<file path="config.mk">
export PLATFORM = sky130hd
export DESIGN_NAME = input_channel_dequeue_scheduler
export DESIGN_NICKNAME = d
export VERILOG_FILES = /design/src/rtl/input_channel_dequeue_scheduler_pkg.sv /design/src/rtl/input_channel_dequeue_scheduler.sv
export SDC_FILE = /design/constraint.sdc
export NUM_CORES = 1
export LEC_CHECK = 0
export BUFFER_PORTS_ARGS = -buffer_cell sky130_fd_sc_hd__buf_2
export CELL_PAD_IN_SITES_DETAIL_PLACEMENT = 0
export CELL_PAD_IN_SITES_GLOBAL_PLACEMENT = 1
export CORE_ASPECT_RATIO = 2
export CORE_MARGIN = 4
export CORE_UTILIZATION = 37
export CTS_CLUSTER_SIZE = 16
export DETAILED_ROUTE_END_ITERATION = 12
export PLACE_DENSITY_LB_ADDON = 0.08
export SYNTH_ARGS = -nofsm -noshare
export SYNTH_HDL_FRONTEND = slang
export SYNTH_SLANG_ARGS = --single-unit
</file>
<file path="constraint.sdc">
create_clock -name clock -period 1.65 [get_ports clock]
set_input_delay 0.0825 -clock clock [delete_from_list [all_inputs] [get_ports clock]]
set_output_delay 0.0825 -clock clock [all_outputs]
set_load 0.005 [all_outputs]
</file>
<file path="src/rtl/input_channel_dequeue_scheduler_pkg.sv">
// Shared definitions for the input-channel dequeue scheduler: channel count
// and the decode-occupancy state encoding.
package input_channel_dequeue_scheduler_pkg;

  // Number of input channels tracked by the PE.
  localparam int TIA_NUM_INPUT_CHANNELS = 4;

  // IDLE: decode empty; ISSUE: decode holds an instruction expected to retire;
  // HOLD: decode holds an instruction that was stalled.
  typedef enum logic [1:0] {
    IDLE  = 2'd0,
    ISSUE = 2'd1,
    HOLD  = 2'd2
  } dequeue_scheduler_state_t;

endpackage : input_channel_dequeue_scheduler_pkg

</file>
<file path="src/rtl/input_channel_dequeue_scheduler.sv">
// Input-channel dequeue scheduler.
// Captures the dequeue mask of each fired trigger, keeps it pending while the
// instruction sits in decode, and strobes the channel buffers when decode
// advances. The pending mask also folds into effective-empty flags so trigger
// resolution sees the buffers as a single-cycle pipeline would.
module input_channel_dequeue_scheduler
  import input_channel_dequeue_scheduler_pkg::*;
#(
  parameter int NUM_CHANNELS    = TIA_NUM_INPUT_CHANNELS,
  parameter int STALL_CNT_WIDTH = 16
) (
  input  logic                       clock,
  input  logic                       reset,
  input  logic                       trigger_fire,
  input  logic [NUM_CHANNELS-1:0]    trigger_dequeue_mask,
  input  logic                       decode_stall,
  input  logic                       pipeline_flush,
  input  logic [NUM_CHANNELS-1:0]    channel_empty,
  input  logic [NUM_CHANNELS-1:0]    channel_next_valid,
  output logic                       trigger_ready,
  output logic [NUM_CHANNELS-1:0]    pending_dequeue_signals,
  output logic [NUM_CHANNELS-1:0]    dequeue_signals,
  output logic [NUM_CHANNELS-1:0]    effective_empty,
  output logic                       underflow_error,
  output logic [STALL_CNT_WIDTH-1:0] stall_cycles
);

  localparam logic [STALL_CNT_WIDTH-1:0] STALL_ONE = {{(STALL_CNT_WIDTH-1){1'b0}}, 1'b1};
  localparam logic [STALL_CNT_WIDTH-1:0] STALL_MAX = '1;

  dequeue_scheduler_state_t state_q, state_d;
  logic [NUM_CHANNELS-1:0]    pending_q, pending_d;
  logic                       underflow_q, underflow_d;
  logic [STALL_CNT_WIDTH-1:0] stall_cnt_q, stall_cnt_d;

  logic decode_fire;
  logic accept;

  // Decode retire / trigger handshake and the strobes derived from the pending mask.
  always_comb begin
    decode_fire     = (state_q != IDLE) & ~decode_stall & ~pipeline_flush;
    trigger_ready   = (state_q == IDLE) | decode_fire;
    accept          = trigger_fire & trigger_ready & ~pipeline_flush;
    dequeue_signals = decode_fire ? pending_q : '0;
    effective_empty = channel_empty | (pending_q & ~channel_next_valid);
  end

  // Next state and pending mask; a flush wins over everything, and a new
  // accept replaces the pending mask rather than merging into it.
  always_comb begin
    state_d   = state_q;
    pending_d = pending_q;
    if (pipeline_flush) begin
      state_d   = IDLE;
      pending_d = '0;
    end else if (accept) begin
      state_d   = decode_stall ? HOLD : ISSUE;
      pending_d = trigger_dequeue_mask;
    end else if (decode_fire) begin
      state_d   = IDLE;
      pending_d = '0;
    end else if ((state_q != IDLE) && decode_stall) begin
      state_d   = HOLD;
    end
  end

  // Sticky underflow flag and saturating count of cycles spent stalled in HOLD.
  always_comb begin
    underflow_d = underflow_q | (accept & (|(trigger_dequeue_mask & effective_empty)));
    stall_cnt_d = stall_cnt_q;
    if ((state_q == HOLD) && (stall_cnt_q != STALL_MAX)) begin
      stall_cnt_d = stall_cnt_q + STALL_ONE;
    end
  end

  // State registers; reset drops any pending mask without issuing a dequeue.
  always_ff @(posedge clock or negedge reset) begin
    if (!reset) begin
      state_q     <= IDLE;
      pending_q   <= '0;
      underflow_q <= 1'b0;
      stall_cnt_q <= '0;
    end else begin
      state_q     <= state_d;
      pending_q   <= pending_d;
      underflow_q <= underflow_d;
      stall_cnt_q <= stall_cnt_d;
    end
  end

  assign pending_dequeue_signals = pending_q;
  assign underflow_error         = underflow_q;
  assign stall_cycles            = stall_cnt_q;

endmodule : input_channel_dequeue_scheduler

</file>
[After elaboration in Yosys (flattened, before gate mapping)]
Index checks and enable logic that the tools add are counted.
Word-level totals
  register bits after elaboration: 23
  input bits: 17
  output and inout bits: 30
  logic and storage cells: 36
Cells by class
  add/subtract/negate cells: 1
  equality and inequality tests: 2
  muxes and demuxes: 9
  bitwise logic cells: 13
  reduce and logical (&&, ||, !) cells: 7
Operators with widths (number)
  $add 16x1->16 const B: 1
  $mux 4: 4
  $ne 16x16->1 const B: 1
  $mux 2: 5
  $and 4x4->4: 2
  $and 1x1->1: 5
  $not 4->4: 1
  $or 4x4->4: 1
  $reduce_bool 4->1: 1
  $reduce_or 4->1: 1
  $reduce_bool 3->1: 1
  $eq 2x2->1 const B: 1
  $logic_and 1x1->1: 2
  $logic_not 2->1: 1
  $not 1->1: 2
  $or 1x1->1: 2
  $reduce_bool 2->1: 1

[Depth between registers and ports, before layout]
  word-level depth: 8
  gate-level depth with buffers: 6
  depth with buffers taken out: 5

[Worst setup path after synthesis]
No wires, ideal clock.
  kind: register -> register
  start: register stall_cnt_q[0], in the netlist stall_cycles[0]
  end: register stall_cnt_q[13], in the netlist stall_cycles[13]
  library setup time: 79 ps
  arrival: 1433 ps
  required time: 1571 ps
  path slack: 138 ps
  stages on the path, launching flop included: 7
  buffers on the path: 1
  period minus slack after synthesis: 1512 ps
  cell sequence: dfrtp_1 > ha_1 > nand3_1 > nor4_4 > buf_6 > nor4_2 > xor2_1
On the way
  longest elaborated chain between the ends: 2
  elaborated cells on any way between the ends: 3
  those cells by class: 1 x add/sub; 1 x eq/ne; 1 x reduce/logical
Ends and longest elaborated chain
  start: declaration: line input_channel_dequeue_scheduler.sv:34  | logic [STALL_CNT_WIDTH-1:0] stall_cnt_q, stall_cnt_d;
  start signal: assignment: line input_channel_dequeue_scheduler.sv:87  | stall_cnt_q <= stall_cnt_d;
  parallel branches: the longest is 2 deep, another holds $add 16x1->16
Several ways; the timed one is not identified.
A chain may end at the register's enable or synchronous reset.

[Worst setup path after layout]
  start: register stall_cnt_q[0], in the netlist stall_cycles[0]
  end: register stall_cnt_q[15], in the netlist stall_cycles[15]
Same word-level chain as after synthesis.

==> reports/metrics.csv <==
stage,metric,value,unit
timing,period_share,93.4,%
detailed_routing,avgRoutedWirePerCell,14.9,um
final_layout,fin_util,51.7,%
timing,fin_skew,4.86,ps
final_layout,area_growth,32.2,%
power,p_total,1.48,mW
final_layout,instances_no_fill,235,
clocking,cts_sinks,23,
synthesis,synth_warnings,0,
global_route,grt_max_degree,24,
floorplan,start_util,39.1,%
final_layout,layout_common_cells,"buf_2, dfrtp_1, buf_4, xor2_1, nand2_1",
synthesis,syn_nets,143,
detailed_routing,post-route-drc-count,0,
placed_design,io_buffers,46,
power,powerDensity,831,nW/um^2
placed_design,place_hpwl,2.89,mm
detailed_routing,vias,1192,
clocking,cts_root_buf,clkbuf_8,
global_route,first_global_vias,1245,
floorplan,die_h,93.4,um
floorplan,num_io_pins,47,
clocking,htree_levels,1,
status,outcome,finished clean,
synthesis,yosys_register_bits,23,
placed_design,place.gp.congestion,0.792,
final_layout,layout.nets,206,
job,drv_cap,0,
final_layout,final_common_cell,buf_2,
synthesis,synth_top_area_cell,dfrtp_1,
clocking,cts_tree,built,
clocking,clk-insertion-delay-late,270,ps
floorplan,die_area,4740,sq um
detailed_routing,postRouteAntennaNets,0,
worst_setup_path,critPathLaunch,stall_cycles[0],
worst_setup_path,reg2reg_from,stall_cycles[0],
worst_hold_path,hold_path.class,in -> reg,
global_route,grt_use_total,16.6,%
timing,rsz0062_at_grt,true,
timing,hold_viol,0,
synthesis,avgSynthCellArea,10.8,sq um
worst_setup_path,crit_path_start_kind,flop,
global_route,antenna_found_initial,0,
floorplan,rows,30,
power,vdd_drop_max,0.000558,V
timing,slew_headroom,64.2,%
floorplan,coreArea,3450,sq um
synthesis,synth_area,1350,sq um
power,power_leakage,0.922,nW
worst_setup_path,worstPathCellList,"ha_1, nand3_2, nor4_4, buf_4, nor4_2, xor2_1",
timing,maxSlewViolCount,0,
detailed_routing,drtIter0Drc,10,
synthesis,yosysTopAreaCellShare,42.6,%
detailed_routing,vias_per_cell,5.07,
timing,fin_crit,1540,ps
timing,timing_worst_slew_pin_value,537,ps
detailed_routing,drt-total-wl,3.51,mm
worst_setup_path,crit_type,reg -> reg,
worst_setup_path,worstPathArrival,1740,ps
clocking,cts_buffers,3,
clocking,cts.reportedPaths.clkPinSlew,80,ps
worst_setup_path,crit_required,1840,ps
timing,max_freq,649,MHz
clocking,clock_tree.buffer_depth,2,
worst_setup_path,crit_path_max_fanout,4,
clocking,cts_setup_buffers,0,
floorplan,fp.dieW,50.7,um
worst_hold_path,min_from,decode_stall,
worst_setup_path,cpMaxStageDelayCell,dfrtp_1,
timing,setup_viol,0,
timing,whs,46.5,ps
synthesis,seq_area_frac_synth,42.6,%
placed_design,dp.cells,230,
synthesis,ys_top_cells_by_area,"dfrtp_1, xor2_1, nor3_2",
worst_setup_path,end_kind,flop,
worst_setup_path,cpPeakStageDelay,390,ps
detailed_routing,drtPass1Iterations,4,
synthesis,synth_cell_types,35,
synthesis,synthCells,125,
global_route,grt_overflow,0,
final_layout,num_antenna_cells,0,
final_layout,layout-drive-gt1-share,48.7,%
global_route,grt_pass1_wl,5.87,mm
timing,fin_setup_tns,0,ps
area by class of cell:
| cell class | count | area, sq um |
|---|---|---|
| clock buffer | 3 | 41.3 |
| clock inverter | 1 | 5.00 |
| fill | 366 | 1670 |
| multi-input combinational | 98 | 749 |
| sequential | 23 | 576 |
| tap | 48 | 60.1 |
| timing repair buffer | 62 | 353 |
synthesized netlist by cell type (all sizes together):
cell,number
o21ai,4
and2,4
ha,1
and4,1
nor3b,4
xor2,11
and3,3
a22oi,4
nand4,8
nand3,5
nand2,10
clkbuf,2
nor2b,6
a21o,1
o21a,1
o22ai,1
nand2b,1
or2,5
nor4,6
a21oi,4
nor2,2
mux2,5
dfrtp,23
nor3,8
xnor2,3
buf,2
where the power goes:
| group | switching (mW) | total, mW | internal [mW] | leakage [nW] |
|---|---|---|---|---|
| clock network | 0.186 | 0.355 | 0.169 | 0.0255 |
| logic | 0.222 | 0.446 | 0.224 | 0.592 |
| registers | 0.0529 | 0.682 | 0.629 | 0.304 |
| total | 0.461 | 1.48 | 1.02 | 0.922 |
critical path, delay by kind of cell, from the launching register on:
family,cells,cell delay [ps]
DFF,1,390
adders and majority gates,1,250
xor gates and xnor gates,1,180
and+or+nand+nor,3,480
buffers and inverters,1,160
registers in the layout, indices dropped and copies added, names as in the netlist:
name and flops:
pending_dequeue_signals 4, stall_cycles 16, state_q 2, underflow_error 1
final timing paths:
kind	to	slack (ps)	depth (start not counted)
setup / recovery	stall_cycles[15]	110	6
hold / removal	state_q[0]	50	2
setup reg to reg	stall_cycles[15]	110	6
hold reg to reg	underflow_error	460	1
max in group asynchronous	pending_dequeue_signals[1]	970	2
min in group asynchronous	stall_cycles[9]	320	2
per-layer routing:
metal | part of all wire (%) | vias to the layer above | wire length (um) | track usage, %
met5 | 0 | - | 0 | 0
met1 | 34 | 570 | 1180 | 15.6
met3 | 5.6 | 4 | 195 | 2.39
met4 | 1.5 | 0 | 52 | 6.07
met2 | 59 | 43 | 2090 | 33.8
li1 | - | 575 | - | -
cells by family after synthesis:
logic type,after synthesis,synth area share [%]
and+or+nand+nor,63,33.9
DFF,23,42.6
AOI/OAI and AO/OA,15,6.77
xor gates and xnor gates,14,9.08
muxes,5,4.45
buffers and inverters,4,2.22
adders and majority gates,1,0.927
through the flow:
step	area, sq um	worst slack (ps)
floorplan	1350	138
global placement	1720	91.3
detailed placement	1720	74.6
CTS	1780	41.1
global route	1780	-0.656
finish	1780	108
what timing repair did:
| item | CTS | global route |
|---|---|---|
| resized for setup | 0 | 1 |
| endpoints found under the hold margin | 23 | 0 |
| hold buffers | 1 | 0 |
| setup endpoints to repair | 0 | 9 |
No activity file was read; power rests on OpenSTA's default activity.
